<file path="config.mk">
export PLATFORM = sky130hd
export DESIGN_NAME = pwm_multi_gen
export DESIGN_NICKNAME = d
export VERILOG_FILES = /design/src/rtl/pwm_multi_gen.sv
export SDC_FILE = /design/constraint.sdc
export NUM_CORES = 1
export LEC_CHECK = 0
export BUFFER_PORTS_ARGS = -buffer_cell sky130_fd_sc_hd__clkbuf_2
export CORE_MARGIN = 10
export CORE_UTILIZATION = 52
export DETAILED_ROUTE_END_ITERATION = 10
export GPL_TIMING_DRIVEN = 1
export MAX_ROUTING_LAYER = met4
export PLACE_DENSITY = 0.77
export SETUP_SLACK_MARGIN = 0.02
export SLEW_MARGIN = 10
export SYNTH_ARGS = -nofsm -noshare
export SYNTH_HDL_FRONTEND = slang
export SYNTH_SLANG_ARGS = --single-unit
</file>
<file path="constraint.sdc">
create_clock -name clk -period 2.7 [get_ports clk]
set_input_delay 0.27 -clock clk [delete_from_list [all_inputs] [get_ports clk]]
set_output_delay 0.27 -clock clk [all_outputs]
set_load 0.005 [all_outputs]
</file>
<file path="src/rtl/pwm_multi_gen.sv">
// Multi-channel PWM generator: one shared prescaler and period counter, per-channel double-buffered mode/compares.
// Latency: pwm_out is registered one clk behind count_out; shadow->active load on a wrap step (or while idle), upd_ack 1 clk later.
// Backpressure: none; upd_req is a pulse that sets a pending flag, repeated requests merge into one load.
//
// Ports:
//   clk, rst            single clock, synchronous active-high reset
//   en                  counter/PWM enable; when low, counter and prescaler sit at 0
//   period, prescale    shadow period (count 0..period) and live prescaler (step every prescale+1 clk)
//   mode_in             shadow modes, 2 bits per channel
//   cmp1_in, cmp2_in    shadow compares, CNT_W bits per channel
//   upd_req / upd_ack   request a shadow->active load / one-clk pulse after the load
//   period_tick         one-clk pulse coincident with count_out returning to 0 on a wrap
//   count_out, pwm_out  current counter value, registered PWM outputs
module pwm_multi_gen #(
  parameter int NUM_CH  = 4,
  parameter int CNT_W   = 16,
  parameter int PRESC_W = 8
) (
  input  logic                    clk,
  input  logic                    rst,
  input  logic                    en,
  input  logic [CNT_W-1:0]        period,
  input  logic [PRESC_W-1:0]      prescale,
  input  logic [2*NUM_CH-1:0]     mode_in,
  input  logic [CNT_W*NUM_CH-1:0] cmp1_in,
  input  logic [CNT_W*NUM_CH-1:0] cmp2_in,
  input  logic                    upd_req,
  output logic                    upd_ack,
  output logic                    period_tick,
  output logic [CNT_W-1:0]        count_out,
  output logic [NUM_CH-1:0]       pwm_out
);

  localparam logic [1:0] MODE_LEFT  = 2'b00;
  localparam logic [1:0] MODE_RIGHT = 2'b01;
  localparam logic [1:0] MODE_RANGE = 2'b10;

  logic [PRESC_W-1:0]      psc_q, psc_d;
  logic [CNT_W-1:0]        count_q, count_d;
  logic                    pending_q, pending_d;
  logic                    upd_ack_q, upd_ack_d;
  logic                    tick_q, tick_d;
  logic [NUM_CH-1:0]       pwm_q, pwm_d;
  logic [CNT_W-1:0]        period_act_q, period_act_d;
  logic [2*NUM_CH-1:0]     mode_act_q, mode_act_d;
  logic [CNT_W*NUM_CH-1:0] cmp1_act_q, cmp1_act_d;
  logic [CNT_W*NUM_CH-1:0] cmp2_act_q, cmp2_act_d;

  logic step;
  logic wrap;
  logic load;

  // Per-channel waveform decode. Equal compares force the output low in
  // every mode so a channel can be parked by writing a==b.
  function automatic logic ch_decode(input logic [1:0]       m,
                                     input logic [CNT_W-1:0] c,
                                     input logic [CNT_W-1:0] a,
                                     input logic [CNT_W-1:0] b);
    logic r;
    r = 1'b0;
    if (a != b) begin
      case (m)
        MODE_LEFT:  r = (a != '0) && (c <= a);
        MODE_RIGHT: r = (c >= a);
        MODE_RANGE: r = (a < b) && (c >= a) && (c < b);
        default:    r = (a < b) && ((c < a) || (c >= b));
      endcase
    end
    return r;
  endfunction

  always_comb begin
    psc_d        = psc_q;
    count_d      = count_q;
    period_act_d = period_act_q;
    mode_act_d   = mode_act_q;
    cmp1_act_d   = cmp1_act_q;
    cmp2_act_d   = cmp2_act_q;
    pwm_d        = '0;
    step         = 1'b0;
    wrap         = 1'b0;

    if (!en) begin
      psc_d   = '0;
      count_d = '0;
    end else begin
      // >= rather than == so lowering prescale while running cannot make
      // the prescaler run the long way round through its full range.
      if (psc_q >= prescale) begin
        psc_d = '0;
        step  = 1'b1;
      end else begin
        psc_d = psc_q + 1'b1;
      end

      if (step) begin
        // >= also covers a period_act of 0: the count stays at 0 and every
        // step is a wrap.
        if (count_q >= period_act_q) begin
          count_d = '0;
          wrap    = 1'b1;
        end else begin
          count_d = count_q + 1'b1;
        end
      end
    end

    // Shadow values are sampled here, at load time, so late writes after
    // the request still make it into the active set.
    load = pending_q && (wrap || !en);
    if (load) begin
      period_act_d = period;
      mode_act_d   = mode_in;
      cmp1_act_d   = cmp1_in;
      cmp2_act_d   = cmp2_in;
    end

    // A request landing on the load clk re-arms for the next boundary.
    pending_d = load ? upd_req : (pending_q || upd_req);
    upd_ack_d = load;
    tick_d    = wrap;

    // Decode uses the pre-load active set; a new set first shows on the
    // output for count 0 of the following period.
    for (int i = 0; i < NUM_CH; i++) begin
      pwm_d[i] = en && ch_decode(mode_act_q[2*i +: 2], count_q,
                                 cmp1_act_q[CNT_W*i +: CNT_W],
                                 cmp2_act_q[CNT_W*i +: CNT_W]);
    end
  end

  always_ff @(posedge clk) begin
    if (rst) begin
      psc_q        <= '0;
      count_q      <= '0;
      pending_q    <= 1'b0;
      upd_ack_q    <= 1'b0;
      tick_q       <= 1'b0;
      pwm_q        <= '0;
      period_act_q <= '0;
      mode_act_q   <= '0;
      cmp1_act_q   <= '0;
      cmp2_act_q   <= '0;
    end else begin
      psc_q        <= psc_d;
      count_q      <= count_d;
      pending_q    <= pending_d;
      upd_ack_q    <= upd_ack_d;
      tick_q       <= tick_d;
      pwm_q        <= pwm_d;
      period_act_q <= period_act_d;
      mode_act_q   <= mode_act_d;
      cmp1_act_q   <= cmp1_act_d;
      cmp2_act_q   <= cmp2_act_d;
    end
  end

  assign upd_ack     = upd_ack_q;
  assign period_tick = tick_q;
  assign count_out   = count_q;
  assign pwm_out     = pwm_q;

endmodule
</file>
==> impl_metrics.ini <==
[status]
outcome = complete, no violations

[clocking]
clk_path_buf_depth = 2
clock-sinks = 183
cts-buffers-inserted = 17
cts_max_level = 4
cts_tree = yes
worstSkewPairLatency_ns = 0.43
holdBufCountCts = 0
ctsRootBufferMaster = clkbuf_16
clkTransAtPathRegs_ns = 0.07

[synthesis]
ys_ff_latch = 183
syn_area_um2 = 11900
synth_top_area_frac = 0.3078
async_flop_share = 0
avgSynthCellArea_um2 = 7.733
yosysTopAreaCell = dfxtp_1
synth.area.mux_share = 0.001682
synth_nets = 1921
synthFlopType = dfxtp_1
yosysUniqueCellTypes = 55
synth_compound_area_frac = 0.1710
synthCells = 1539
synth_simple_gate_area_frac = 0.2007
synth_edf_count = 0
synth-adder-area-share = 0.2292
synth.area.top_cells = dfxtp_1 31%, ha_1 23%, nand2_1 11%, a21oi_1 9.0%, inv_1 5.3%
ys_warn_count = 0
synth_top_family_by_area = adder cells
ys_seq_area_frac = 0.3078
synthXorXnorAreaFrac = 0.01545

[sta]
fin_crit_ns = 2.658
timing.final.crit_share = 0.9843
setup_viol = 0
slew_headroom = 0.1909
hold_viol_final = 0
max_freq_ghz = 0.3763
fin_tns_setup_ns = 0
maxSlewViolCount = 0
rsz0062_at_grt = true
finClkSkew_ns = 0.01257
tightest_slew_ns = 1.214
finalWorstSetupSlack_ns = 0.04235

[drt]
viasPerCell = 5.586
detail-route-antenna-nets = 0
wl_mm = 34.93
wl_per_cell_um = 17.15
drc = 0
dr.pass1.iters = 5
vias = 11380
drt_iter0_markers = 662

[power_and_ir_drop]
internal_power_w = 0.004884
ir_drop_mv = 0.3676
p_per_area_nw_per_um2 = 485.4
leakage_nw = 6.239
combPwrFrac = 0.193
swShare = 0.2839
pwr-share-clk = 0.378
switchingPower_w = 0.001936
seqPwrFrac = 0.429

[global_routing]
grt_max_degree = 117
grt_antenna_before_repair = 0
grt_pass1_vias = 11290
grt_overflow = 0
grt_use_total = 0.2414
grt_pass1_wl_mm = 55.48

[critical_path]
worstReg2RegEnd = pwm_out[3]
cp.arrival_ns = 2.98
r2r_slack_ns = 0.04
crit_path_end_kind = register
crit_path_max_fanout = 4
crit_type = register to register
reg2regPathDepth = 8
crit_start = count_out[7]
crit_path_end = pwm_out[3]
worstPathRequired_ns = 3.02
worstSetupStartpointType = register
rr_startpoint = count_out[7]

[hold_path]
hold_path_class = input port to register

[cells_and_area]
diodes = 0
area_growth_pct = 18.05
fillCellCount = 2025
drive_above_1_share = 0.1610
fin_nets = 2122

[floorplanning]
die_area_um2 = 29340
row_count = 55
initial_core_util = 0.5273
coreArea_um2 = 22570
dieHeight_um = 171.3
die_x_um = 171.3
ios = 186

[placement]
post-place-ws_ns = 0.04475
io_buffers = 185
dp_hpwl_mm = 27.51
place_congestion = 0.9331

[job]
drv_cap = 0
==> placed cells by master, fill, tap and decap left out, types with 9 or more instances in the layout <==
| cell | instances |
|---|---|
| clkbuf_16 | 17 |
| nand3_1 | 25 |
| nor4_1 | 20 |
| dfxtp_1 | 177 |
| o21a_1 | 12 |
| a21o_1 | 19 |
| buf_12 | 9 |
| clkbuf_2 | 184 |
| nor2b_1 | 12 |
| inv_1 | 167 |
| xor2_1 | 13 |
| nor2_1 | 64 |
| nand4_1 | 36 |
| ha_1 | 218 |
| buf_4 | 43 |
| a21oi_1 | 213 |
| a211oi_1 | 10 |
| nand2_1 | 344 |
| nor3_1 | 14 |
| o21ai_0 | 36 |
| and3_1 | 9 |
==> flip-flops by register name (all words and copies together) (netlist names) <==
register,count
upd_ack,1
cmp1_act_q,64
count_out,16
mode_act_q,8
psc_q,8
cmp2_act_q,64
pending_q,1
pwm_out,4
period_act_q,16
period_tick,1
==> metrics by stage <==
step | cells | hold WS [ns] | util | total power [W] | cell area (um2)
2_1_floorplan | 1539 | 0.4060 | - | 0.003836 | 11900
3_3_place_gp | 2004 | 0.4426 | 0.5940 | 0.004230 | 13410
3_5_place_dp | 2004 | 0.4465 | 0.5940 | 0.004268 | 13410
4_1_cts | 2037 | 0.03725 | 0.6217 | 0.006850 | 14030
5_1_grt | 2037 | 0.04486 | 0.6225 | 0.007151 | 14050
6_report | 2037 | 0.04917 | 0.6225 | 0.006820 | 14050
==> cell families (layout without fill, tap and decap cells) <==
| group | after synthesis | count (layout) |
|---|---|---|
| AO/OA/AOI/OAI | 344 | 344 |
| AND/OR/NAND/NOR | 550 | 550 |
| XOR/XNOR | 21 | 21 |
| adder cells (fa/ha/maj) | 218 | 218 |
| buffers and inverters | 221 | 434 |
| flip-flops | 183 | 183 |
| multiplexers | 2 | 2 |
==> power groups by stage <==
stage / Clock (W) / Combinational [W] / Sequential, W
2_1_floorplan: 0 / 0.000892 / 0.00294
3_3_place_gp: 0 / 0.00125 / 0.00298
3_5_place_dp: 0 / 0.00128 / 0.00298
4_1_cts: 0.00263 / 0.00130 / 0.00292
5_1_grt: 0.00273 / 0.00148 / 0.00294
6_report: 0.00258 / 0.00132 / 0.00292
==> layout make-up <==
type,instances,area (um2),share of cell area
Clock buffer,20,446.7,0.03179
Clock inverter,11,148.9,0.01060
Inverter,167,626.9,0.04462
Multi-Input combinational cell,1135,7376,0.5250
Sequential cell,183,3671,0.2613
Tap cell,285,356.6,0.02538
Timing Repair Buffer,236,1424,0.1013
==> worst max-delay path: stages, from the launching register on <==
cell       delay, ns
dfxtp_1         0.46
buf_4           0.19
ha_1            0.26
a2111oi_1       0.48
o221ai_1        0.26
a211oi_2        0.31
a41o_1          0.25
nand2_1         0.06
a221o_1         0.28
==> cell usage after synthesis, types with 4 or more instances <==
cell type / n
nand3_1: 25
or3_1: 4
nor2_1: 64
o211ai_1: 8
nand4_1: 36
clkbuf_1: 32
o21ai_0: 36
nor2b_1: 12
xnor2_1: 8
dfxtp_1: 183
nor3_1: 14
buf_2: 12
and3_1: 9
inv_1: 167
a2111oi_0: 5
buf_4: 10
a21o_1: 19
nand2_1: 344
a21oi_1: 214
or2_2: 4
nor4_1: 20
a211oi_1: 11
nand2b_1: 8
o22ai_1: 4
ha_1: 218
xor2_1: 13
o21a_1: 12
==> per-layer routing <==
| layer | part of all wire | GRT usage | vias to the layer above |
|---|---|---|---|
| li1 | - | - | 5678 |
| met5 | 0 | - | - |
| met2 | 0.48 | 0.4025 | 339 |
| met1 | 0.45 | 0.2954 | 5293 |
| met4 | 0.027 | 0.07372 | 0 |
| met3 | 0.049 | 0.03690 | 68 |
==> worst min path at each step <==
stage / to / start / slack, ns / cells after the start
2_1_floorplan: cmp2_act_q[10] / cmp2_in[10] / 0.41 / 2
3_5_place_dp: cmp2_act_q[43] / cmp2_act_q[43] / 0.45 / 2
3_3_place_gp: cmp2_act_q[19] / cmp2_act_q[19] / 0.44 / 2
4_1_cts: period_act_q[10] / period[10] / 0.04 / 3
5_1_grt: cmp2_act_q[22] / cmp2_in[22] / 0.04 / 3
6_report: cmp1_act_q[20] / cmp1_in[20] / 0.05 / 3
==> what timing repair did <==
action,CTS,global route
gates resized for setup,1,9
endpoints found under the setup margin,4,141
buffers inserted,2,0
pin swaps,1,0
Power figures use the tool's default switching activity.
